==> src/rtl/calc_seq_core.sv <==
// Stage-sequenced calculator core: NUM1 -> NUM2 -> OP -> CALC -> SHOW, iterative mul/div.
// Define CALC_BTN_SYNC_EN to pass both buttons through 2-flop synchronisers before edge detection.
module calc_seq_core #(
    parameter int unsigned W     = 16,
    parameter int unsigned CNT_W = 5
) (
    input  logic           clk,
    input  logic           rst,
    input  logic           btn_next,
    input  logic           btn_prev,
    input  logic [W-1:0]   sw,
    output logic [W-1:0]   num1,
    output logic [W-1:0]   num2,
    output logic [2:0]     opcode,
    output logic [2*W-1:0] answer,
    output logic           is_negative,
    output logic           div_zero,
    output logic           busy,
    output logic           store_num1,
    output logic           store_num2,
    output logic           store_op,
    output logic           show_answer
);
    localparam logic [2:0] StNum1 = 3'd0;
    localparam logic [2:0] StNum2 = 3'd1;
    localparam logic [2:0] StOp   = 3'd2;
    localparam logic [2:0] StCalc = 3'd3;
    localparam logic [2:0] StShow = 3'd4;

    localparam logic [2:0] OpAdd = 3'b000;
    localparam logic [2:0] OpSub = 3'b001;
    localparam logic [2:0] OpMul = 3'b010;
    localparam logic [2:0] OpDiv = 3'b011;
    localparam logic [2:0] OpMod = 3'b100;
    localparam logic [2:0] OpAnd = 3'b101;
    localparam logic [2:0] OpOr  = 3'b110;

    logic next_lvl, prev_lvl;

`ifdef CALC_BTN_SYNC_EN
    // Presses stay masked until the synchroniser and edge register hold real levels.
    localparam logic [1:0] SettleCycles = 2'd3;
    logic [1:0] next_sync_q, prev_sync_q;

    always_ff @(posedge clk or posedge rst) begin
        if (rst) begin
            next_sync_q <= '0;
            prev_sync_q <= '0;
        end else begin
            next_sync_q <= {next_sync_q[0], btn_next};
            prev_sync_q <= {prev_sync_q[0], btn_prev};
        end
    end

    assign next_lvl = next_sync_q[1];
    assign prev_lvl = prev_sync_q[1];
`else
    localparam logic [1:0] SettleCycles = 2'd1;
    assign next_lvl = btn_next;
    assign prev_lvl = btn_prev;
`endif

    logic [2:0]       stage_q, stage_d;
    logic [W-1:0]     num1_q, num1_d, num2_q, num2_d, aux_q, aux_d;
    logic [2:0]       op_q, op_d;
    logic [2*W-1:0]   answer_q, answer_d, acc_q, acc_d;
    logic             neg_q, neg_d, dz_q, dz_d;
    logic [CNT_W-1:0] cnt_q, cnt_d;
    logic             next_last_q, prev_last_q;
    logic [1:0]       settle_q;
    logic             armed, press_next, press_prev;

    assign armed      = (settle_q == SettleCycles);
    assign press_next = armed & next_lvl & ~next_last_q;
    assign press_prev = armed & prev_lvl & ~prev_last_q;

    always_ff @(posedge clk or posedge rst) begin
        if (rst) begin
            next_last_q <= 1'b0;
            prev_last_q <= 1'b0;
            settle_q    <= '0;
        end else begin
            next_last_q <= next_lvl;
            prev_last_q <= prev_lvl;
            if (!armed) settle_q <= settle_q + 2'd1;
        end
    end

    // Iterative datapath: acc holds the product, or the partial remainder in its low W+1 bits.
    logic [W:0]     trial, trial_diff, rem_next;
    logic           q_bit;
    logic [W-1:0]   quot_next;
    logic [2*W-1:0] prod_next, n1_ext, n2_ext, single_ans;
    logic           single_neg, is_iter, last_iter;

    assign n1_ext     = {{W{1'b0}}, num1_q};
    assign n2_ext     = {{W{1'b0}}, num2_q};
    assign trial      = {acc_q[W-1:0], aux_q[W-1]};
    assign q_bit      = (trial >= {1'b0, num2_q});
    assign trial_diff = trial - {1'b0, num2_q};
    assign rem_next   = q_bit ? trial_diff : trial;
    assign quot_next  = {aux_q[W-2:0], q_bit};
    assign prod_next  = (acc_q << 1) + (aux_q[W-1] ? n1_ext : '0);
    assign is_iter    = (op_q == OpMul) ||
                        (((op_q == OpDiv) || (op_q == OpMod)) && (num2_q != '0));
    assign last_iter  = (cnt_q == CNT_W'(W - 1));

    always_comb begin
        single_ans = '0;
        single_neg = 1'b0;
        case (op_q)
            OpAdd: single_ans = n1_ext + n2_ext;
            OpSub: begin
                if (num1_q < num2_q) begin
                    single_ans = n2_ext - n1_ext;
                    single_neg = 1'b1;
                end else begin
                    single_ans = n1_ext - n2_ext;
                end
            end
            OpAnd:   single_ans = n1_ext & n2_ext;
            OpOr:    single_ans = n1_ext | n2_ext;
            3'b111:  single_ans = n1_ext ^ n2_ext;
            default: single_ans = '1; // divide or modulo by zero
        endcase
    end

    always_comb begin
        stage_d  = stage_q;
        num1_d   = num1_q;
        num2_d   = num2_q;
        op_d     = op_q;
        answer_d = answer_q;
        neg_d    = neg_q;
        dz_d     = dz_q;
        cnt_d    = cnt_q;
        acc_d    = acc_q;
        aux_d    = aux_q;
        case (stage_q)
            StNum1: begin
                if (press_next) begin
                    stage_d = StNum2;
                    num1_d  = sw;
                end
            end
            StNum2: begin
                if (press_next) begin
                    stage_d = StOp;
                    num2_d  = sw;
                end else if (press_prev) begin
                    stage_d = StNum1;
                end
            end
            StOp: begin
                if (press_next) begin
                    stage_d = StCalc;
                    op_d    = sw[2:0];
                    neg_d   = 1'b0;
                    dz_d    = 1'b0;
                    cnt_d   = '0;
                    acc_d   = '0;
                    aux_d   = (sw[2:0] == OpMul) ? num2_q : num1_q;
                end else if (press_prev) begin
                    stage_d = StNum2;
                end
            end
            StCalc: begin
                if (!is_iter) begin
                    stage_d  = StShow;
                    answer_d = single_ans;
                    neg_d    = single_neg;
                    dz_d     = (op_q == OpDiv) || (op_q == OpMod);
                end else begin
                    if (op_q == OpMul) begin
                        acc_d = prod_next;
                        aux_d = aux_q << 1;
                    end else begin
                        acc_d = {{(W-1){1'b0}}, rem_next};
                        aux_d = quot_next;
                    end
                    if (last_iter) begin
                        stage_d = StShow;
                        cnt_d   = '0;
                        unique case (op_q)
                            OpMul:   answer_d = prod_next;
                            OpDiv:   answer_d = {{W{1'b0}}, quot_next};
                            default: answer_d = {{W{1'b0}}, rem_next[W-1:0]};
                        endcase
                    end else begin
                        cnt_d = cnt_q + 1'b1;
                    end
                end
            end
            StShow: begin
                if (press_next) begin
                    stage_d = StNum1;
                end else if (press_prev) begin
                    stage_d = StOp;
                end
            end
            default: stage_d = StNum1;
        endcase
    end

    always_ff @(posedge clk or posedge rst) begin
        if (rst) begin
            stage_q  <= StNum1;
            num1_q   <= '0;
            num2_q   <= '0;
            op_q     <= '0;
            answer_q <= '0;
            neg_q    <= 1'b0;
            dz_q     <= 1'b0;
            cnt_q    <= '0;
            acc_q    <= '0;
            aux_q    <= '0;
        end else begin
            stage_q  <= stage_d;
            num1_q   <= num1_d;
            num2_q   <= num2_d;
            op_q     <= op_d;
            answer_q <= answer_d;
            neg_q    <= neg_d;
            dz_q     <= dz_d;
            cnt_q    <= cnt_d;
            acc_q    <= acc_d;
            aux_q    <= aux_d;
        end
    end

    assign num1        = num1_q;
    assign num2        = num2_q;
    assign opcode      = op_q;
    assign answer      = answer_q;
    assign is_negative = neg_q;
    assign div_zero    = dz_q;
    assign busy        = (stage_q == StCalc);
    assign store_num1  = (stage_q == StNum1);
    assign store_num2  = (stage_q == StNum2);
    assign store_op    = (stage_q == StOp);
    assign show_answer = (stage_q == StShow);

endmodule

==> config.mk <==
export PLATFORM = sky130hd
export DESIGN_NAME = calc_seq_core
export DESIGN_NICKNAME = d
export VERILOG_FILES = /design/src/rtl/calc_seq_core.sv
export SDC_FILE = /design/constraint.sdc
export NUM_CORES = 1
export LEC_CHECK = 0
export ABC_AREA = 0
export CAP_MARGIN = 5
export CORE_AREA = 5 5 148 150
export CTS_CLUSTER_DIAMETER = 60
export DETAILED_ROUTE_END_ITERATION = 6
export DIE_AREA = 0 0 153 155
export PLACE_DENSITY = 0.86
export SYNTH_ARGS = -nofsm -noshare
export SYNTH_HDL_FRONTEND = slang
export SYNTH_SLANG_ARGS = --single-unit
==> constraint.sdc <==
create_clock -name clk -period 5.7 [get_ports clk]
set_input_delay 1.14 -clock clk [delete_from_list [all_inputs] [get_ports clk]]
set_output_delay 1.14 -clock clk [all_outputs]
set_load 0.05 [all_outputs]
# After elaboration in Yosys (flattened, before gate mapping)
# Cells that the tools add are included.
# W data, S select, Z words.
[word_totals]
reg_bits = 128
inputBits = 20
out_inout_bits = 74
word_cells = 105
[classes]
addsub = 7
order_cmp = 2
eq_ne = 23
n_mux = 37
bitwise = 9
reduce_logical = 14
[ops]
columns = ["op", "count"]
rows = [
  ["$pmux W32 S5", 1],
  ["$mux W32", 3],
  ["$mux W31", 3],
  ["$mux W16", 4],
  ["$pmux W32 S2", 1],
  ["$pmux W31 S2", 1],
  ["$sub A16 B16 Y17", 2],
  ["$add A32 B16 Y32", 1],
  ["$pmux W16 S2", 1],
  ["$mux W3", 9],
  ["$add A16 B16 Y17", 1],
  ["$ge A17 B16 Y1", 1],
  ["$mux W17", 1],
  ["$sub A17 B16 Y17", 1],
  ["$and A16 B16 Y16", 1],
  ["$lt A16 B16 Y1", 1],
  ["$or A16 B16 Y16", 1],
  ["$reduce_bool A16 Y1", 1],
  ["$xor A16 B16 Y16", 1],
  ["$eq A3 B2 Y1 const B", 5],
  ["$eq A3 B3 Y1 const B", 5],
  ["$mux W5", 3],
  ["$pmux W3 S5", 1],
  ["$pmux W5 S2", 1],
  ["other kinds (20)", 42],
]

# Logic depth before layout (Yosys ltp)
[logic_depth]
depth_word = 6
ltp_mapped = 14
ltp_nobuf = 14

# Worst setup path after synthesis
# No wires, ideal clock.
[synth_timing]
path_kind = "register -> register"
from = "reg num1_q[1] (netlist: num1[1])"
to = "reg answer_q[27] (netlist: answer[27])"
setup_ns = 0.120
arrival_ns = 3.501
t_required_ns = 5.580
path_slack_ns = 2.080
path_stages_with_launch = 15
n_path_buf = 0
synth_period_minus_slack_ns = 3.620
cell_sequence = "dfrtp_1 inv_1 nor2_1 ha_1 inv_1 fa_1 nor2b_1 o31a_1 o211ai_1 o21a_1 o31ai_1 nand4_1 xor2_1 nor2_1 o22a_2"
[synth_between]
elab_chain_cells = 5
word_cells_on_any_way = 10
cone_classes = "add/sub: 3; order compare: 1; mux: 6"
[synth_rtl]
columns = ["item", "line_no", "text"]
rows = [
  ["start, declared", "64", "logic [W-1:0] num1_q, num1_d, num2_q, num2_d, aux_q, aux_d;"],
  ["start signal, assigned", "219", "num1_q <= num1_d;"],
  ["$mux W16", "103", "assign prod_next = (acc_q << 1) + (aux_q[W-1] ? n1_ext : '0);"],
  ["$add A32 B16 Y32", "103", ""],
  ["$pmux W32 S2", "184", "unique case (op_q)"],
  ["$mux W32", "181", "if (last_iter) begin"],
  ["$mux W32 (*)", "168", "if (!is_iter) begin"],
  ["end signal, assigned", "222", "answer_q <= answer_d;"],
  ["end, declared", "66", "logic [2*W-1:0] answer_q, answer_d, acc_q, acc_d;"],
]
# Every way passes the cells marked *; elsewhere a longest branch is shown, timed or not. The select of a mux whose other input is x is not followed.
# A chain may end at the register's enable or synchronous reset.

# Worst setup path in the final report
[layout_timing]
from = "reg num2_q[3] (netlist: num2[3])"
to = "reg answer_q[16] (netlist: answer[16])"
[layout_between]
elab_chain_cells = 5
word_cells_on_any_way = 12
cone_classes = "add/sub: 3; order compare: 1; eq/ne: 1; mux: 3; reduce/logical: 4"
[layout_rtl]
columns = ["item", "line_no", "text"]
rows = [
  ["start, declared", "64", ""],
  ["start signal, assigned", "220", "num2_q <= num2_d;"],
  ["parallel branches: the longest is 5 deep, another holds $sub A16 B16 Y17", "--", ""],
]
# Several ways; the timed one is not identified.

==> flow_summary.ini <==
[run_status]
status = finished clean

[run]
maxCapViolCount = 0

[route]
drc = 0
drt-total-wl_um = 37800
wl_per_cell_um = 22.3
drt_pass1_iterations = 6
ant_nets = 0
vias = 11000
via_per_inst = 6.47
drtIter0Drc = 1320

[clocking]
cts_buffer_depth = 2
post_cts_buffers = 0
cts.reportedPaths.clkPinSlew_ns = 0.06
post_cts_resized = 0
numClockSinks = 128
cts_hold_buf = 0
h-tree-depth = 4
cts-root-buf = clkbuf_16
clk_latency_ns = 0.44
cts-buffers-inserted = 17
cts_tree = built

[layout]
n_antenna_cell = 0
area_delta_synth_final_pct = 15.3
final_area_um2 = 12800
final_nets = 1533
drive_gt1_share_pct = 9.48

[grt]
grt_max_degree = 54
grt_use_total_pct = 31.6
antenna_found_initial = 0
grt_overflow_total = 0
grt_pass1_vias = 10800
grt_pass1_wl_um = 60000

[floorplan]
io_pins = 94
die_area_um2 = 23700
dieWidth_um = 153
die_h_um = 155
rows = 53
start_util_pct = 53.9
coreArea_um2 = 20600

[synth]
synth_top_area_share_pct = 28.9
avgSynthCellArea_um2 = 8.21
synth_seq_cells = 128
synthTopCellsByCount = nor2_1, a21oi_1, dfrtp_1
synthDistinctLibCells = 88
synth_top_area_cell = dfrtp_1
synth_warnings = 0
netlist_top_cells_area = dfrtp_1, ha_1, a21oi_1
ys.flop_type = dfrtp_1
syn-num-nets = 1472
synth_edf_count = 0
synth_area_um2 = 11100
synth_async_sr_flop_share_pct = 100
synth_cells = 1350
seq_area_frac_synth_pct = 28.9
yosysMostFrequentCell = nor2_1

[timing]
final_hold_viol_count = 0
worst_slew_pin_slew_ns = 1.23
final_max_slew_viol_count = 0
timing.setup.tns_ns = 0
timing.final.crit_share_pct = 76.0
finalSetupViolCount = 0
relSlewSlack_pct = 17.9
period_minus_slack_ns = 4.33
max_freq_mhz = 231
rsz0062_at_grt = false
finClkSkew_ns = 0.0101

[critical_path]
rr_endpoint = answer[16]$_DFFE_PP0P_
r2r_cells = 11
worstSetupPathType = flop to flop
end_kind = flop
r2r_start = num2[3]$_DFFE_PP0P_
startpoint_type = flop
startpoint = num2[3]$_DFFE_PP0P_
crit_required_ns = 6.02
arrival_ns = 4.66
r2r_slack_ns = 1.37
crit_end = answer[16]$_DFFE_PP0P_
crit_path_max_fanout = 16

[min_path]
hp-start = cnt_q[3]$_DFFE_PP0P_
worstHoldPathType = flop to flop

[placed_design]
dp_hpwl_um = 27900
port_buffers = 93
dpl_cell_area_um2 = 12200
gp_congestion = 1.02
-- sequential cells by signal, summed over array words and instances (netlist names), 2 cells and up --
| name | flops |
|---|---|
| answer | 32 |
| acc_q | 31 |
| aux_q | 16 |
| num1 | 16 |
| num2 | 16 |
| cnt_q | 5 |
| opcode | 3 |
| stage_q | 3 |
| settle_q | 2 |
-- cell type report --
cell class | count | area [um^2]
timing repair buffer | 110 | 1060
inverter | 69 | 262
sequential | 128 | 3200
clock inverter | 12 | 146
fill | 1757 | 7770
multi-input combinational | 1085 | 7310
tap | 275 | 344
clock buffer | 20 | 457
-- per-layer routing --
| metal | GRT usage, % | wire (um) |
|---|---|---|
| met2 | 50.0 | 17100 |
| met5 | 0 | 0 |
| met1 | 41.6 | 15100 |
| met4 | 14.8 | 1800 |
| met3 | 6.54 | 3800 |
-- kinds of logic (layout without fill, tap and decap cells) --
logic type | Yosys count | count (layout) | synth area share [%]
compound gates | 443 | 443 | 25.6
simple gates | 415 | 415 | 17.1
buf+inv | 137 | 211 | 5.27
flops | 128 | 128 | 28.9
fa+ha+maj | 102 | 102 | 11.9
mux | 73 | 73 | 7.12
xor+xnor | 52 | 52 | 4.11
-- worst max-delay path, cell delays in order, from the launching register on --
cell and delay, ns:
dfrtp_1 0.51, inv_1 0.19, ha_1 0.45, inv_1 0.26, o311ai_4 0.15, a211oi_2 0.51, a211oi_4 0.26, nor2_4 0.44
mux2i_1 0.36, a221oi_1 0.12, a221o_2 0.54, o32a_1 0.39
-- per-stage QoR --
stage                     hold WS (ns)  util (%)  worst slack (ns)  instances
after floorplan                  0.446         -              1.15       1350
after global placement           0.466      59.2              1.49       1667
after detailed placement         0.480      59.2              1.51       1667
after CTS                        0.486      62.2              1.49       1699
after global routing             0.512      62.2              1.18       1699
final                            0.488      62.2              1.37       1699
-- how the worst min path moves through the flow --
stage	end	slack, ns	depth (start not counted)
2_1_floorplan	cnt_q[3]$_DFFE_PP0P_	0.45	1
3_3_place_gp	settle_q[0]$_DFFE_PP0P_	0.47	1
3_5_place_dp	settle_q[0]$_DFFE_PP0P_	0.48	1
4_1_cts	cnt_q[3]$_DFFE_PP0P_	0.49	1
5_1_grt	cnt_q[3]$_DFFE_PP0P_	0.51	1
6_report	cnt_q[3]$_DFFE_PP0P_	0.49	1
-- cell usage in the layout, fill, tap and decap left out, types with 12 or more instances in the layout --
| cell | synthesis | layout |
|---|---|---|
| o211ai_1 | 17 | 17 |
| nor3_1 | 32 | 32 |
| a21oi_1 | 138 | 137 |
| nand2_1 | 116 | 116 |
| buf_4 | 1 | 17 |
| a31oi_1 | 13 | 13 |
| xnor2_1 | 30 | 30 |
| o21a_1 | 13 | 13 |
| clkdlybuf4s50_1 | 0 | 93 |
| inv_1 | 66 | 65 |
| nor2_1 | 154 | 154 |
| mux2i_1 | 26 | 26 |
| mux2_2 | 47 | 47 |
| o21ai_0 | 116 | 116 |
| a211oi_1 | 12 | 12 |
| nand2b_1 | 15 | 15 |
| ha_1 | 97 | 97 |
| clkbuf_16 | 0 | 17 |
| nor2b_1 | 12 | 12 |
| a21o_1 | 18 | 18 |
| xor2_1 | 22 | 22 |
| nand3_1 | 20 | 20 |
| o31ai_1 | 18 | 18 |
| dfrtp_1 | 128 | 128 |
Power is left out: the tool's default activity adds up to more than one toggle a clock period on the data nets, which glitch-free logic cannot reach.
